[config.mk]
export PLATFORM = sky130hd
export DESIGN_NAME = mem_stage
export DESIGN_NICKNAME = d
export VERILOG_FILES = /design/src/rtl/mem_stage.sv
export SDC_FILE = /design/constraint.sdc
export NUM_CORES = 1
export LEC_CHECK = 0
export BUFFER_PORTS_ARGS = -buffer_cell sky130_fd_sc_hd__buf_2
export CAP_MARGIN = 40
export CORE_AREA = 10 10 128 130
export CTS_CLUSTER_DIAMETER = 60
export DETAILED_ROUTE_END_ITERATION = 10
export DIE_AREA = 0 0 138 140
export PLACE_DENSITY = 0.85
export SYNTH_ARGS = -nofsm -noshare
export SYNTH_HDL_FRONTEND = slang
export SYNTH_SLANG_ARGS = --single-unit
[constraint.sdc]
create_clock -name clk -period 5 [get_ports clk]
set_input_delay 0.5 -clock clk [delete_from_list [all_inputs] [get_ports clk]]
set_output_delay 0.5 -clock clk [all_outputs]
set_load 0.01 [all_outputs]
[src/rtl/mem_stage.sv]
// RV32 memory stage: E/M register, req/ready data port with lane alignment, load extension, stall and timeout.
// Optional MISALIGN_TRAP_EN adds MisalignM and traps misaligned half/word accesses instead of masking them.
module mem_stage #(
  parameter int unsigned TIMEOUT   = 16,
  parameter logic [2:0]  LOAD_CODE = 3'b001
) (
  input  logic        clk,
  input  logic        reset,
  input  logic        RegWriteE,
  input  logic        MemWriteE,
  input  logic [2:0]  ResultSrcE,
  input  logic [1:0]  StoreSrcE,
  input  logic [2:0]  LoadSrcE,
  input  logic [31:0] ALUResultE,
  input  logic [31:0] WriteDataE,
  input  logic [31:0] PCPlus4E,
  input  logic [4:0]  RdE,
  output logic        RegWriteM,
  output logic [2:0]  ResultSrcM,
  output logic [4:0]  RdM,
  output logic [31:0] ALUResultM,
  output logic [31:0] PCPlus4M,
  output logic [31:0] ReadDataM,
  output logic        LoadValidM,
  output logic        StallM,
  output logic        BusErrM,
`ifdef MISALIGN_TRAP_EN
  output logic        MisalignM,
`endif
  output logic        dmem_req,
  output logic        dmem_we,
  output logic [31:0] dmem_addr,
  output logic [3:0]  dmem_be,
  output logic [31:0] dmem_wdata,
  input  logic        dmem_ready,
  input  logic [31:0] dmem_rdata
);

  typedef enum logic {S_IDLE = 1'b0, S_WAIT = 1'b1} state_t;

  state_t      state_q, state_d;
  logic [7:0]  cnt_q, cnt_d;

  logic        RegWriteM_q, MemWriteM_q;
  logic [2:0]  ResultSrcM_q, LoadSrcM_q;
  logic [1:0]  StoreSrcM_q;
  logic [31:0] ALUResultM_q, WriteDataM_q, PCPlus4M_q;
  logic [4:0]  RdM_q;

  logic        mem_op, misalign, req_raw, timeout_fire, squash, mem_write;
  logic [1:0]  a;
  logic [7:0]  rd_byte;
  logic [15:0] rd_half;
  logic [31:0] load_ext;

  always_ff @(posedge clk) begin
    if (reset) begin
      RegWriteM_q  <= 1'b0;
      MemWriteM_q  <= 1'b0;
      ResultSrcM_q <= 3'b000;
      StoreSrcM_q  <= 2'b00;
      LoadSrcM_q   <= 3'b000;
      ALUResultM_q <= 32'h0;
      WriteDataM_q <= 32'h0;
      PCPlus4M_q   <= 32'h0;
      RdM_q        <= 5'd0;
    end else if (!StallM) begin
      RegWriteM_q  <= RegWriteE;
      MemWriteM_q  <= MemWriteE;
      ResultSrcM_q <= ResultSrcE;
      StoreSrcM_q  <= StoreSrcE;
      LoadSrcM_q   <= LoadSrcE;
      ALUResultM_q <= ALUResultE;
      WriteDataM_q <= WriteDataE;
      PCPlus4M_q   <= PCPlus4E;
      RdM_q        <= RdE;
    end
  end

  always_ff @(posedge clk) begin
    if (reset) begin
      state_q <= S_IDLE;
      cnt_q   <= 8'd0;
    end else begin
      state_q <= state_d;
      cnt_q   <= cnt_d;
    end
  end

  assign mem_op = MemWriteM_q | (ResultSrcM_q == LOAD_CODE);
  assign a      = ALUResultM_q[1:0];

`ifdef MISALIGN_TRAP_EN
  logic is_half, is_word;
  always_comb begin
    is_half = 1'b0;
    is_word = 1'b0;
    if (MemWriteM_q) begin
      is_half = (StoreSrcM_q == 2'b01);
      is_word = (StoreSrcM_q == 2'b00) || (StoreSrcM_q == 2'b11);
    end else begin
      is_half = (LoadSrcM_q == 3'b001) || (LoadSrcM_q == 3'b010);
      is_word = !is_half && (LoadSrcM_q != 3'b011) && (LoadSrcM_q != 3'b100);
    end
  end
  assign misalign  = mem_op & ((is_half & a[0]) | (is_word & (a != 2'b00)));
  assign MisalignM = misalign;
`else
  assign misalign = 1'b0;
`endif

  assign req_raw = mem_op & ~misalign;

  always_comb begin
    state_d      = state_q;
    cnt_d        = cnt_q;
    timeout_fire = 1'b0;
    case (state_q)
      S_IDLE: begin
        if (req_raw && !dmem_ready) begin
          state_d = S_WAIT;
          cnt_d   = 8'd1;
        end
      end
      S_WAIT: begin
        if (dmem_ready) begin
          state_d = S_IDLE;
          cnt_d   = 8'd0;
        end else if (cnt_q == 8'(TIMEOUT)) begin
          timeout_fire = ~reset;
          state_d      = S_IDLE;
          cnt_d        = 8'd0;
        end else begin
          cnt_d = cnt_q + 8'd1;
        end
      end
      default: begin
        state_d = S_IDLE;
        cnt_d   = 8'd0;
      end
    endcase
  end

  // The register advances on a squash cycle, so the kill is applied to the values leaving M now.
  assign squash     = timeout_fire | misalign;
  assign mem_write  = MemWriteM_q & ~squash;
  assign dmem_req   = req_raw & ~timeout_fire;
  assign dmem_we    = dmem_req & mem_write;
  assign StallM     = dmem_req & ~dmem_ready & ~timeout_fire;
  assign BusErrM    = timeout_fire;
  assign LoadValidM = dmem_req & dmem_ready & ~mem_write;

  assign RegWriteM  = RegWriteM_q & ~squash;
  assign ResultSrcM = ResultSrcM_q;
  assign RdM        = RdM_q;
  assign ALUResultM = ALUResultM_q;
  assign PCPlus4M   = PCPlus4M_q;
  assign dmem_addr  = {ALUResultM_q[31:2], 2'b00};

  always_comb begin
    dmem_be    = 4'b1111;
    dmem_wdata = WriteDataM_q;
    if (MemWriteM_q) begin
      case (StoreSrcM_q)
        2'b10: begin
          dmem_be    = 4'b0001 << a;
          dmem_wdata = {4{WriteDataM_q[7:0]}};
        end
        2'b01: begin
          dmem_be    = a[1] ? 4'b1100 : 4'b0011;
          dmem_wdata = {2{WriteDataM_q[15:0]}};
        end
        default: begin
          dmem_be    = 4'b1111;
          dmem_wdata = WriteDataM_q;
        end
      endcase
    end
  end

  always_comb begin
    case (a)
      2'b00:   rd_byte = dmem_rdata[7:0];
      2'b01:   rd_byte = dmem_rdata[15:8];
      2'b10:   rd_byte = dmem_rdata[23:16];
      default: rd_byte = dmem_rdata[31:24];
    endcase
    rd_half = a[1] ? dmem_rdata[31:16] : dmem_rdata[15:0];
    case (LoadSrcM_q)
      3'b001:  load_ext = {{16{rd_half[15]}}, rd_half};
      3'b010:  load_ext = {16'h0, rd_half};
      3'b011:  load_ext = {{24{rd_byte[7]}}, rd_byte};
      3'b100:  load_ext = {24'h0, rd_byte};
      default: load_ext = dmem_rdata;
    endcase
  end

  assign ReadDataM = LoadValidM ? load_ext : 32'h0;

endmodule

---- Word level (Yosys, flattened, before mapping) ----
Cells that the tools add are included.
word-level totals
  bits in registers ....................... 120
  output and inout port bits .............. 178
  logic and storage cells ................. 61
  input bits .............................. 146
cells by class
  shift operators ......................... 1
  muxes and demuxes ....................... 20
  reduce and logical (&&, ||, !) cells .... 3
  bitwise operators ....................... 14
  add/sub/neg operators ................... 1
  eq/ne operators ......................... 11
operators with widths
  cell                                                                   number
  32-bit one-hot mux with 4 select lines                                 1
  32-bit 2-to-1 mux                                                      2
  32-bit one-hot mux with 2 select lines                                 1
  8-bit 2-to-1 mux                                                       3
  8-bit one-hot mux with 3 select lines                                  1
  16-bit 2-to-1 mux                                                      1
  8-bit one-hot mux with 2 select lines                                  1
  8-bit by 1-bit adder with 8-bit output, second input constant          1
  1-bit bitwise AND                                                      8
  8-bit by 5-bit equality test with 1-bit output, second input constant  1
  4-bit 2-to-1 mux                                                       2
  4-bit one-hot mux with 2 select lines                                  1
  3-bit by 1-bit equality test with 1-bit output, second input constant  2
  3-bit by 2-bit equality test with 1-bit output, second input constant  2
  1-bit 2-to-1 mux                                                       6
  1-bit inverter                                                         5
  2-bit by 1-bit equality test with 1-bit output, second input constant  2
  2-bit equality test, second input constant                             2
  1-bit by 2-bit << shifter with 4-bit output, first input constant      1
  3-bit equality test, second input constant                             1
  2-bit zero test                                                        1
  2-bit != test, second input constant                                   1
  1-bit one-hot mux with 2 select lines                                  1
  1-bit logical AND                                                      1
  2 further kinds                                                        2

---- Logic depth before layout (Yosys ltp) ----
Gate-level depths: netlist (run 1).
  word-level depth ........................ 9
  gate-level depth with buffers ........... 8
  depth with buffers taken out ............ 6

---- Worst setup path before layout (run 1) ----
Ideal clock, no wire load.
  path type ............................... register -> output
  start ................................... register ResultSrcM_q[0] (netlist: ResultSrcM[0])
  end ..................................... output ReadDataM[0]
  path buffers ............................ 0
  path slack .............................. 2757 ps
  arrival ................................. 1743 ps
  cell stages (with the launch flop) ...... 5
  required time ........................... 4500 ps
  path through ............................ dfxtp_1 -> nor3b_1 -> nand2_1 -> nor3_1 -> a221o_1
on the way
  word-level cells in the longest chain between the ends .. 6
ends and longest elaborated chain
  what                                            line  source
  start, declared                                 45    logic [2:0] ResultSrcM_q, LoadSrcM_q;
  start signal, assigned                          70    ResultSrcM_q <= ResultSrcE;
  3-bit by 1-bit equality test with 1-bit output  90    assign mem_op = MemWriteM_q | (ResultSrcM_q == LOAD_CODE);
  1-bit OR                                        90
  1-bit bitwise AND                               147   assign dmem_req = req_raw & ~timeout_fire;
  1-bit bitwise AND (2 in a row)                  151   assign LoadValidM = dmem_req & dmem_ready & ~mem_write;
  32-bit 2-to-1 mux                               198   assign ReadDataM = LoadValidM ? load_ext : 32'h0;
  end, declared                                   23    output logic [31:0] ReadDataM,
No other way between the ends.

---- Final worst setup path (run 1) ----
  start ................................... register ALUResultM_q[1] (netlist: ALUResultM[1])
  end ..................................... output ReadDataM[17]
on the way
  word-level cells in the longest chain between the ends .. 4
  elaborated cells between the ends (all ways) .. 7
  those cells by class .................... eq/ne (2); mux (4); reduce/logical (1)
ends and longest elaborated chain
  what                                         line  source
  start, declared                              47    logic [31:0] ALUResultM_q, WriteDataM_q, PCPlus4M_q;
  start signal, assigned                       73    ALUResultM_q <= ALUResultE;
  2-bit equality test (tied with other cells)  182   case (a)
  8-bit one-hot mux with 3 select lines        182
  32-bit one-hot mux with 4 select lines *     189   case (LoadSrcM_q)
  32-bit 2-to-1 mux *                          198
Mark *: on every way between the ends. The rest lies on a longest branch, timed or not.

==> impl_metrics.env, run 1 <==
export IMPL_switching_share=0.2766
export IMPL_seq_area_mm2=0.002402
export IMPL_startpoint_type="register"
export IMPL_ys_ff_latch=120
export IMPL_ant_nets=0
export IMPL_path_max_fanout=16
export IMPL_antenna_found_initial=2
export IMPL_hold_buffers=0
export IMPL_stdcell_area_mm2=0.008911
export IMPL_grt_overflow=0
export IMPL_track_usage=0.2111
export IMPL_powerDensity_mw_per_mm2=332.8
export IMPL_cts_tree="yes"
export IMPL_placed_cell_area_mm2=0.008264
export IMPL_fp_dieW_um=138
export IMPL_mappedNetlistArea_mm2=0.006890
export IMPL_worst_clock_skew_ns=0.01715
export IMPL_initial_core_util=0.5003
export IMPL_ys_top_cells_by_area="dfxtp_1, nand2b_1, mux2i_1, buf_4, nor2_1"
export IMPL_seq_power_share=0.368
export IMPL_cap_viol_max_count=0
export IMPL_p_leak_nw=4.120
export IMPL_whs_path_depth=3
export IMPL_cts_resized=0
export IMPL_nets=1173
export IMPL_yosysTopAreaCell="dfxtp_1"
export IMPL_period_needed_ns=3.118
export IMPL_end_kind="output port"
export IMPL_drive_above_1_share=0.3668
export IMPL_crit_chain="mux2_2 > mux2i_1 > a311o_1 > nor2_1 > buf_2"
export IMPL_routed_wl_mm=21.54
export IMPL_irDropWorstVdd_mv=0.2801
export IMPL_clockRootBuffer="clkbuf_16"
export IMPL_grt_setup_unrepaired="false"
export IMPL_mostFrequentLayoutCells="buf_2, nand2b_1, dfxtp_1"
export IMPL_switching_power_mw=0.8204
export IMPL_grt_pass1_vias=6224
export IMPL_vias=6196
export IMPL_grt_pass1_wl_mm=33.85
export IMPL_syn_avg_cell_area_um2=8.972
export IMPL_relSlewSlack=0.4249
export IMPL_synth_flop_cell="dfxtp_1"
export IMPL_path_depth=5
export IMPL_multi_input_area_mm2=0.003915
export IMPL_coreArea_mm2=0.01377
export IMPL_synth_edf_count=0
export IMPL_min_from="PCPlus4E[14]"
export IMPL_synthDistinctLibCells=53
export IMPL_core_rowCount=43
export IMPL_combPwrFrac=0.190
export IMPL_hold_viol_final=0
export IMPL_synth_top_cell_area_share=0.3486
export IMPL_cts_sinks=120
export IMPL_hold_path_class="primary input to register"
export IMPL_drt_iter0_drc=278
export IMPL_intPower_mw=2.145
export IMPL_hpwlAfterDp_mm=16.58
export IMPL_gp_routability_congestion=0.8714
export IMPL_synthArstFlopShare=0
export IMPL_grt_max_degree=128
export IMPL_cts_made_buffers=17
export IMPL_max_freq_ghz=0.3208
export IMPL_ios=324
export IMPL_insertion_delay_ns=0.42
export IMPL_slew_violations=0
export IMPL_cpPeakStageDelay_ns=0.65
export IMPL_worst_endpoint_required_ns=4.50
export IMPL_clk_path_buf_depth=2
export IMPL_path_buf_inv=1
export IMPL_routedWlPerCell_um=17.68
export IMPL_yosysSeqAreaShare=0.3486
export IMPL_tightest_slew_ns=0.8561
export IMPL_cts_setup_buffers=0
export IMPL_timing_rr_end="ALUResultM[26]$_SDFFE_PP0N_"
export IMPL_cp_startpoint="ALUResultM[1]$_SDFFE_PP0N_"
export IMPL_crit_slowest_cell="a311o_1"
export IMPL_postSynthCellCount=768
export IMPL_die_height_um=140
export IMPL_fin_crit_sh=0.6235
export IMPL_portBuffers=321
export IMPL_fillers=1186
export IMPL_rrSetupSlack_ns=2.60
export IMPL_r2r_start="cnt_q[0]$_SDFFE_PP0P_"
export IMPL_syn_to_final_growth_pct=29.33
export IMPL_reg2reg_depth=7
export IMPL_endpoint="ReadDataM[17]"
export IMPL_synth_warnings=0
export IMPL_fin_tns_setup_ns=0
export IMPL_htreeDepth=4
export IMPL_power_frac_clock=0.442
export IMPL_drc=0
export IMPL_vias_per_cell=5.087
export IMPL_path_clk_slew_ns=0.06
export IMPL_status="finished, final reports clean"
export IMPL_setup_viol=0
export IMPL_dieArea_mm2=0.01932
export IMPL_crit_arrival_ns=2.62
export IMPL_first_pass_iters=4
export IMPL_final_common_cell="buf_2"
export IMPL_critical_path_top_delay_family="multiplexers"
export IMPL_setup_worst_path_class="register to output port"
## cell type report
type	instances	area share
sequential	120	0.2696
multi-input combinational	547	0.4393
timing repair buffer	329	0.1907
antenna	2	0.0005616
clock inverter	13	0.02148
inverter	8	0.003370
clock buffer	19	0.04971
tap	180	0.02527
## synth_stat cells, types with 5 or more instances
library cell / instances
nand2b_1: 213
dfxtp_1: 120
mux2i_1: 113
nor2_1: 65
buf_4: 41
clkbuf_1: 39
a22o_1: 16
nor2b_1: 16
a211oi_1: 15
o21ai_0: 13
buf_2: 10
a21oi_1: 8
a221o_1: 8
a221oi_1: 8
inv_1: 7
nand2_1: 7
o221a_2: 7
o41ai_1: 5
## state kept, by name, indices dropped and copies added (netlist names)
| register | cells |
|---|---|
| ALUResultM | 32 |
| state_q | 1 |
| WriteDataM_q | 32 |
| ResultSrcM | 3 |
| PCPlus4M | 32 |
| cnt_q | 8 |
| RdM | 5 |
| LoadSrcM_q | 3 |
| MemWriteM_q | 1 |
| StoreSrcM_q | 2 |
| RegWriteM_q | 1 |
## cell families after synthesis
logic type,count (synthesis),synth area share
AND/OR/NAND/NOR,325,0.2744
flip-flops,120,0.3486
multiplexers,115,0.1674
buffers and inverters,102,0.08444
AO/OA/AOI/OAI,96,0.1099
XOR/XNOR,5,0.007447
adder cells (fa/ha/maj),4,0.007264
other,1,0.0005442
## worst register-to-register path, cell delays in order (launching register included)
cell	delay [ns]
dfxtp_1	0.34
inv_1	0.10
ha_1	0.16
nand4bb_1	0.17
nor4_4	0.71
nor2_4	0.09
buf_12	0.26
mux2i_1	0.42
## per-layer routing
layer  up-vias  share of wire  track usage
met5         -              0            0
met4         0          0.020      0.07714
met3        33          0.094      0.07945
met2       272           0.50       0.3640
met1      2801           0.39       0.2318
li1       3090              -            -
## power groups by stage
stage	Sequential, mW	Clock [mW]	Combinational, mW
final	1.09	1.31	0.565
after global routing	1.10	1.37	0.620
after CTS	1.09	1.33	0.571
after detailed placement	1.11	0	0.566
after global placement	1.11	0	0.556
after floorplan	1.11	0	0.354
## worst min-delay path by stage
stage	slack, ns	endpoint
6_report	0.33	PCPlus4M[14]$_SDFFE_PP0N_
5_1_grt	0.33	WriteDataM_q[6]$_SDFFE_PP0N_
4_1_cts	0.32	ALUResultM[17]$_SDFFE_PP0N_
3_5_place_dp	0.46	PCPlus4M[13]$_SDFFE_PP0N_
3_3_place_gp	0.46	PCPlus4M[1]$_SDFFE_PP0N_
2_1_floorplan	0.45	RegWriteM_q$_SDFFE_PP0N_
## through the flow
stage	instances	total power [mW]	worst slack [ns]	hold slack [ns]	utilization
after floorplan	769	1.469	2.757	0.4474	-
after global placement	1180	1.663	2.193	0.4566	0.5971
after detailed placement	1183	1.675	2.157	0.4625	0.6000
after CTS	1215	2.991	1.728	0.3224	0.6461
after global routing	1218	3.093	1.635	0.3302	0.6470
final	1218	2.966	1.882	0.3321	0.6470
(Power assumes the default switching activity.)
==> run 2: changes to the inputs <==
--- a/config.mk
+++ b/config.mk
@@ -7,11 +7,11 @@
 export LEC_CHECK = 0
 export BUFFER_PORTS_ARGS = -buffer_cell sky130_fd_sc_hd__buf_2
 export CAP_MARGIN = 40
-export CORE_AREA = 10 10 128 130
+export CORE_AREA = 10 10 133 135
 export CTS_CLUSTER_DIAMETER = 60
 export DETAILED_ROUTE_END_ITERATION = 10
-export DIE_AREA = 0 0 138 140
-export PLACE_DENSITY = 0.85
+export DIE_AREA = 0 0 143 145
+export PLACE_DENSITY = 0.79
 export SYNTH_ARGS = -nofsm -noshare
 export SYNTH_HDL_FRONTEND = slang
 export SYNTH_SLANG_ARGS = --single-unit
==> constraint.sdc (replaced) <==
create_clock -name clk -period 3.2 [get_ports clk]
set_input_delay 0.32 -clock clk [delete_from_list [all_inputs] [get_ports clk]]
set_output_delay 0.32 -clock clk [all_outputs]
set_load 0.01 [all_outputs]
==> impl_metrics.env, run 2 (same netlist as run 1, synthesis figures left out) <==
export IMPL_status="finished, final reports clean"
export IMPL_gp_routability_congestion=0.8818
export IMPL_max_freq_ghz=0.3325
export IMPL_first_pass_iters=5
export IMPL_cts_resized=0
export IMPL_r2r_start="ResultSrcM[0]$_SDFFE_PP0N_"
export IMPL_setup_viol=0
export IMPL_nets=1179
export IMPL_drc=0
export IMPL_fin_tns_setup_ns=0
export IMPL_cts_setup_buffers=0
export IMPL_rrSetupSlack_ns=0.66
export IMPL_crit_slowest_cell="a21oi_1"
export IMPL_cts_made_buffers=17
export IMPL_htreeDepth=4
export IMPL_n_antenna_cell=0
export IMPL_powerDensity_mw_per_mm2=511.6
export IMPL_period_needed_ns=3.007
export IMPL_clk_path_buf_depth=2
export IMPL_grt_pass1_wl_mm=32.48
export IMPL_cts_sinks=120
export IMPL_path_clk_slew_ns=0.06
export IMPL_critical_path_top_delay_family="compound AO/OA/AOI/OAI gates"
export IMPL_cap_viol_max_count=0
export IMPL_drt_iter0_drc=361
export IMPL_clockRootBuffer="clkbuf_16"
export IMPL_ant_nets=0
export IMPL_grt_setup_unrepaired="false"
export IMPL_routedWlPerCell_um=17.02
export IMPL_grt_max_degree=118
export IMPL_crit_arrival_ns=2.69
export IMPL_initial_core_util=0.4583
export IMPL_fin_crit_sh=0.9398
export IMPL_routed_wl_mm=20.93
export IMPL_die_height_um=145
export IMPL_ios=324
export IMPL_irDropWorstVdd_mv=0.3257
export IMPL_crit_chain="nor3b_1 > nand2_1 > a21oi_1 > a221o_1 > buf_2"
export IMPL_dieArea_mm2=0.02074
export IMPL_mostFrequentLayoutCells="buf_2, nand2b_1, dfxtp_1"
export IMPL_hpwlAfterDp_mm=16.12
export IMPL_setup_worst_path_class="register to output port"
export IMPL_slew_violations=0
export IMPL_tightest_slew_ns=0.8799
export IMPL_antenna_found_initial=3
export IMPL_fp_dieW_um=143
export IMPL_path_max_fanout=8
export IMPL_p_leak_nw=4.124
export IMPL_path_depth=5
export IMPL_vias_per_cell=5.096
export IMPL_hold_viol_final=0
export IMPL_startpoint_type="register"
export IMPL_final_common_cell="buf_2"
export IMPL_path_buf_inv=1
export IMPL_worst_endpoint_required_ns=2.88
export IMPL_insertion_delay_ns=0.41
export IMPL_final_core_util=0.5935
export IMPL_cpPeakStageDelay_ns=0.62
export IMPL_reg2reg_depth=6
export IMPL_timing_rr_end="PCPlus4M[10]$_SDFFE_PP0N_"
export IMPL_syn_to_final_growth_pct=29.49
export IMPL_coreArea_mm2=0.01503
export IMPL_end_kind="output port"
export IMPL_cts_tree="yes"
export IMPL_grt_overflow=0
export IMPL_relSlewSlack=0.4089
export IMPL_hold_buffers=0
export IMPL_track_usage=0.1926
export IMPL_core_rowCount=45
export IMPL_hold_path_class="primary input to register"
export IMPL_portBuffers=321
export IMPL_drive_above_1_share=0.3685
export IMPL_vias=6268
export IMPL_fillers=1335
export IMPL_endpoint="ReadDataM[5]"
export IMPL_worst_clock_skew_ns=0.006584
export IMPL_cp_startpoint="ResultSrcM[0]$_SDFFE_PP0N_"
export IMPL_grt_pass1_vias=6161
-- run 2: metal layers --
| layer | track usage | vias up | part of all wire |
|---|---|---|---|
| li1 | - | 3094 | - |
| met1 | 0.2095 | 2851 | 0.39 |
| met2 | 0.3157 | 273 | 0.48 |
| met3 | 0.08540 | 44 | 0.10 |
| met4 | 0.08359 | 6 | 0.028 |
| met5 | 0 | - | 0.0022 |
-- run 2: final cells by class --
class / instances / area, µm² / area share
Timing Repair Buffer: 335 / 1727 / 0.1935
Inverter: 8 / 30.03 / 0.003366
Tap cell: 188 / 235.2 / 0.02636
Sequential cell: 120 / 2402 / 0.2692
Clock buffer: 20 / 436.7 / 0.04894
Clock inverter: 12 / 176.4 / 0.01977
Multi-Input combinational cell: 547 / 3915 / 0.4388
-- run 2: how the worst min path moves through the flow --
stage | start | depth (start not counted) | end | slack, ns
final | WriteDataE[0] | 3 | WriteDataM_q[0]$_SDFFE_PP0N_ | 0.15
after global routing | PCPlus4E[30] | 3 | PCPlus4M[30]$_SDFFE_PP0N_ | 0.14
after CTS | WriteDataE[0] | 3 | WriteDataM_q[0]$_SDFFE_PP0N_ | 0.14
after detailed placement | PCPlus4M[19]$_SDFFE_PP0N_ | 2 | PCPlus4M[19]$_SDFFE_PP0N_ | 0.46
after global placement | PCPlus4M[2]$_SDFFE_PP0N_ | 2 | PCPlus4M[2]$_SDFFE_PP0N_ | 0.46
after floorplan | RegWriteM_q$_SDFFE_PP0N_ | 2 | RegWriteM_q$_SDFFE_PP0N_ | 0.45
-- run 2: power by group --
group | leakage [nW] | total (mW) | switching [mW] | internal (mW)
registers | 0.996 | 1.70 | 0.0897 | 1.61
clock network | 0.294 | 1.98 | 0.683 | 1.30
logic | 2.83 | 0.882 | 0.474 | 0.408
total | 4.12 | 4.56 | 1.25 | 3.32
-- run 2: worst register-to-register path, stage by stage (launching register included) --
cell	delay, ns
dfxtp_1	0.36
nor3b_1	0.60
o21bai_1	0.29
buf_4	0.24
nor2_4	0.25
buf_4	0.47
mux2i_1	0.26
-- run 2: through the flow --
| step | cells | total power [mW] | setup WS [ns] | hold slack, ns | area (µm²) |
|---|---|---|---|---|---|
| 3_5_place_dp | 1198 | 2.615 | 0.7784 | 0.4624 | 8309 |
| 2_1_floorplan | 769 | 2.295 | 1.137 | 0.4474 | 6894 |
| 4_1_cts | 1230 | 4.612 | 0.2758 | 0.1363 | 8922 |
| 3_3_place_gp | 1197 | 2.599 | 0.7891 | 0.4569 | 8302 |
| 5_1_grt | 1230 | 4.774 | 0.07921 | 0.1372 | 8922 |
| 6_report | 1230 | 4.565 | 0.1925 | 0.1528 | 8922 |
==> run 3: changes to the inputs <==
--- a/config.mk
+++ b/config.mk
@@ -7,11 +7,11 @@
 export LEC_CHECK = 0
 export BUFFER_PORTS_ARGS = -buffer_cell sky130_fd_sc_hd__buf_2
 export CAP_MARGIN = 40
-export CORE_AREA = 10 10 133 135
+export CORE_AREA = 10 10 138 140
 export CTS_CLUSTER_DIAMETER = 60
 export DETAILED_ROUTE_END_ITERATION = 10
-export DIE_AREA = 0 0 143 145
-export PLACE_DENSITY = 0.79
+export DIE_AREA = 0 0 148 150
+export PLACE_DENSITY = 0.77
 export SYNTH_ARGS = -nofsm -noshare
 export SYNTH_HDL_FRONTEND = slang
 export SYNTH_SLANG_ARGS = --single-unit
==> constraint.sdc (replaced) <==
create_clock -name clk -period 2.7 [get_ports clk]
set_input_delay 0.27 -clock clk [delete_from_list [all_inputs] [get_ports clk]]
set_output_delay 0.27 -clock clk [all_outputs]
set_load 0.01 [all_outputs]
==> impl_metrics.env, run 3 (same netlist as run 1, synthesis figures left out) <==
export IMPL_status="finished, final reports clean"
export IMPL_cts_setup_buffers=0
export IMPL_fin_crit_sh=0.9363
export IMPL_setup_viol=0
export IMPL_worst_clock_skew_ns=0.01451
export IMPL_fillers=1533
export IMPL_cpPeakStageDelay_ns=0.46
export IMPL_grt_overflow=0
export IMPL_syn_to_final_growth_pct=30.92
export IMPL_mostFrequentLayoutCells="buf_2, nand2b_1, dfxtp_1"
export IMPL_die_height_um=150
export IMPL_seq_area_mm2=0.002404
export IMPL_ios=324
export IMPL_max_freq_ghz=0.3956
export IMPL_tightest_slew_ns=0.7794
export IMPL_routed_wl_mm=21.74
export IMPL_path_buf_inv=1
export IMPL_drive_above_1_share=0.3751
export IMPL_irDropWorstVdd_mv=0.4182
export IMPL_nets=1182
export IMPL_grt_pass1_wl_mm=33.41
export IMPL_portBuffers=321
export IMPL_holdWs_ns=0.1055
export IMPL_setup_worst_path_class="register to output port"
export IMPL_end_kind="output port"
export IMPL_routedWlPerCell_um=17.16
export IMPL_crit_slowest_cell="dfxtp_2"
export IMPL_clk_path_buf_depth=2
export IMPL_ant_nets=0
export IMPL_slew_violations=0
export IMPL_dieArea_mm2=0.02220
export IMPL_clockRootBuffer="clkbuf_16"
export IMPL_crit_chain="mux2_2 > mux2i_2 > o21ai_1 > o221a_2 > buf_2"
export IMPL_critical_path_top_delay_family="multiplexers"
export IMPL_drc=0
export IMPL_finalNonFillerCells=1267
export IMPL_vias=6257
export IMPL_hold_viol_final=0
export IMPL_first_pass_iters=5
export IMPL_dp_cells=1233
export IMPL_final_core_util=0.5518
export IMPL_cap_viol_max_count=0
export IMPL_path_max_fanout=8
export IMPL_hpwlAfterDp_mm=16.87
export IMPL_multi_input_area_mm2=0.003923
export IMPL_antenna_found_initial=2
export IMPL_cts_sinks=120
export IMPL_p_leak_nw=4.135
export IMPL_insertion_delay_ns=0.41
export IMPL_pre_cts_ws_ns=0.3957
export IMPL_path_clk_slew_ns=0.06
export IMPL_fin_tns_setup_ns=0
export IMPL_crit_arrival_ns=2.26
export IMPL_hold_path_class="primary input to register"
export IMPL_powerDensity_mw_per_mm2=598.5
export IMPL_cts_made_buffers=17
export IMPL_grt_pass1_vias=6394
export IMPL_period_needed_ns=2.528
export IMPL_cts_tree="yes"
export IMPL_grt_max_degree=110
export IMPL_setup_slack_ns=0.1720
export IMPL_final_common_cell="buf_2"
export IMPL_fp_dieW_um=148
export IMPL_worst_endpoint_required_ns=2.43
export IMPL_drt_iter0_drc=320
export IMPL_grt_setup_unrepaired="false"
export IMPL_gp_routability_congestion=0.8810
export IMPL_vias_per_cell=4.938
export IMPL_relSlewSlack=0.4804
export IMPL_track_usage=0.1866
export IMPL_startpoint_type="register"
export IMPL_coreArea_mm2=0.01635
export IMPL_initial_core_util=0.4215
export IMPL_htreeDepth=4
export IMPL_core_rowCount=47
run 3: changes by cell type in the layout (fill, tap and decap cells not counted), moves of 2 or more:
cell / change
diode_2: +2
buf_12: +2
inv_6: +2
clkinv_2: -2
clkbuf_1: -2
run 3: worst paths after layout:
path | endpoint | depth (start not counted) | slack [ns] | from
hold reg to reg | RdM[3]$_SDFFE_PP0N_ | 2 | 0.47 | RdM[3]$_SDFFE_PP0N_
hold / removal | ALUResultM[19]$_SDFFE_PP0N_ | 3 | 0.11 | ALUResultE[19]
setup reg to reg | cnt_q[7]$_SDFFE_PP0P_ | 4 | 0.73 | ResultSrcM[2]$_SDFFE_PP0N_
setup / recovery | ReadDataM[10] | 5 | 0.17 | ALUResultM[1]$_SDFFE_PP0N_
run 3: final cells by class:
type,count,share of cell area
Antenna cell,2,0.0005548
Clock buffer,19,0.04910
Clock inverter,13,0.01886
Inverter,8,0.003329
Multi-Input combinational cell,547,0.4348
Sequential cell,120,0.2664
Tap cell,220,0.03051
Timing Repair Buffer,338,0.1964
run 3: routing by layer:
metal,track usage,wire length (µm),vias up
met5,0,13,-
met4,0.08077,637,2
met3,0.08273,2191,43
met2,0.3144,10390,256
met1,0.1994,8506,2854
li1,-,-,3102
run 3: metrics by stage:
| step | power, mW | area, µm² |
|---|---|---|
| 2_1_floorplan | 2.720 | 6894 |
| 3_3_place_gp | 3.097 | 8369 |
| 3_5_place_dp | 3.119 | 8394 |
| 4_1_cts | 5.464 | 9009 |
| 5_1_grt | 5.665 | 9016 |
| 6_report | 5.399 | 9021 |
run 3: power breakdown:
group          internal (mW)  switching, mW  total [mW]  leakage, nW
logic                  0.493          0.570        1.06         2.85
registers               1.91          0.106        2.01        0.996
clock network           1.48          0.837        2.32        0.290
total                   3.89           1.51        5.40         4.13
run 3: what timing repair did:
| item | in CTS | in global routing |
|---|---|---|
| setup endpoints to repair | 12 | 21 |
| gates resized for setup | 1 | 2 |
| cloned | 0 | 0 |
| hold buffers | 0 | 0 |
run 3: worst reg2reg max path: stages, from the launching register on:
cell     delay [ns]
dfxtp_1        0.33
nor4b_1        0.53
nor3_1         0.21
or4_2          0.67
a21oi_1        0.16
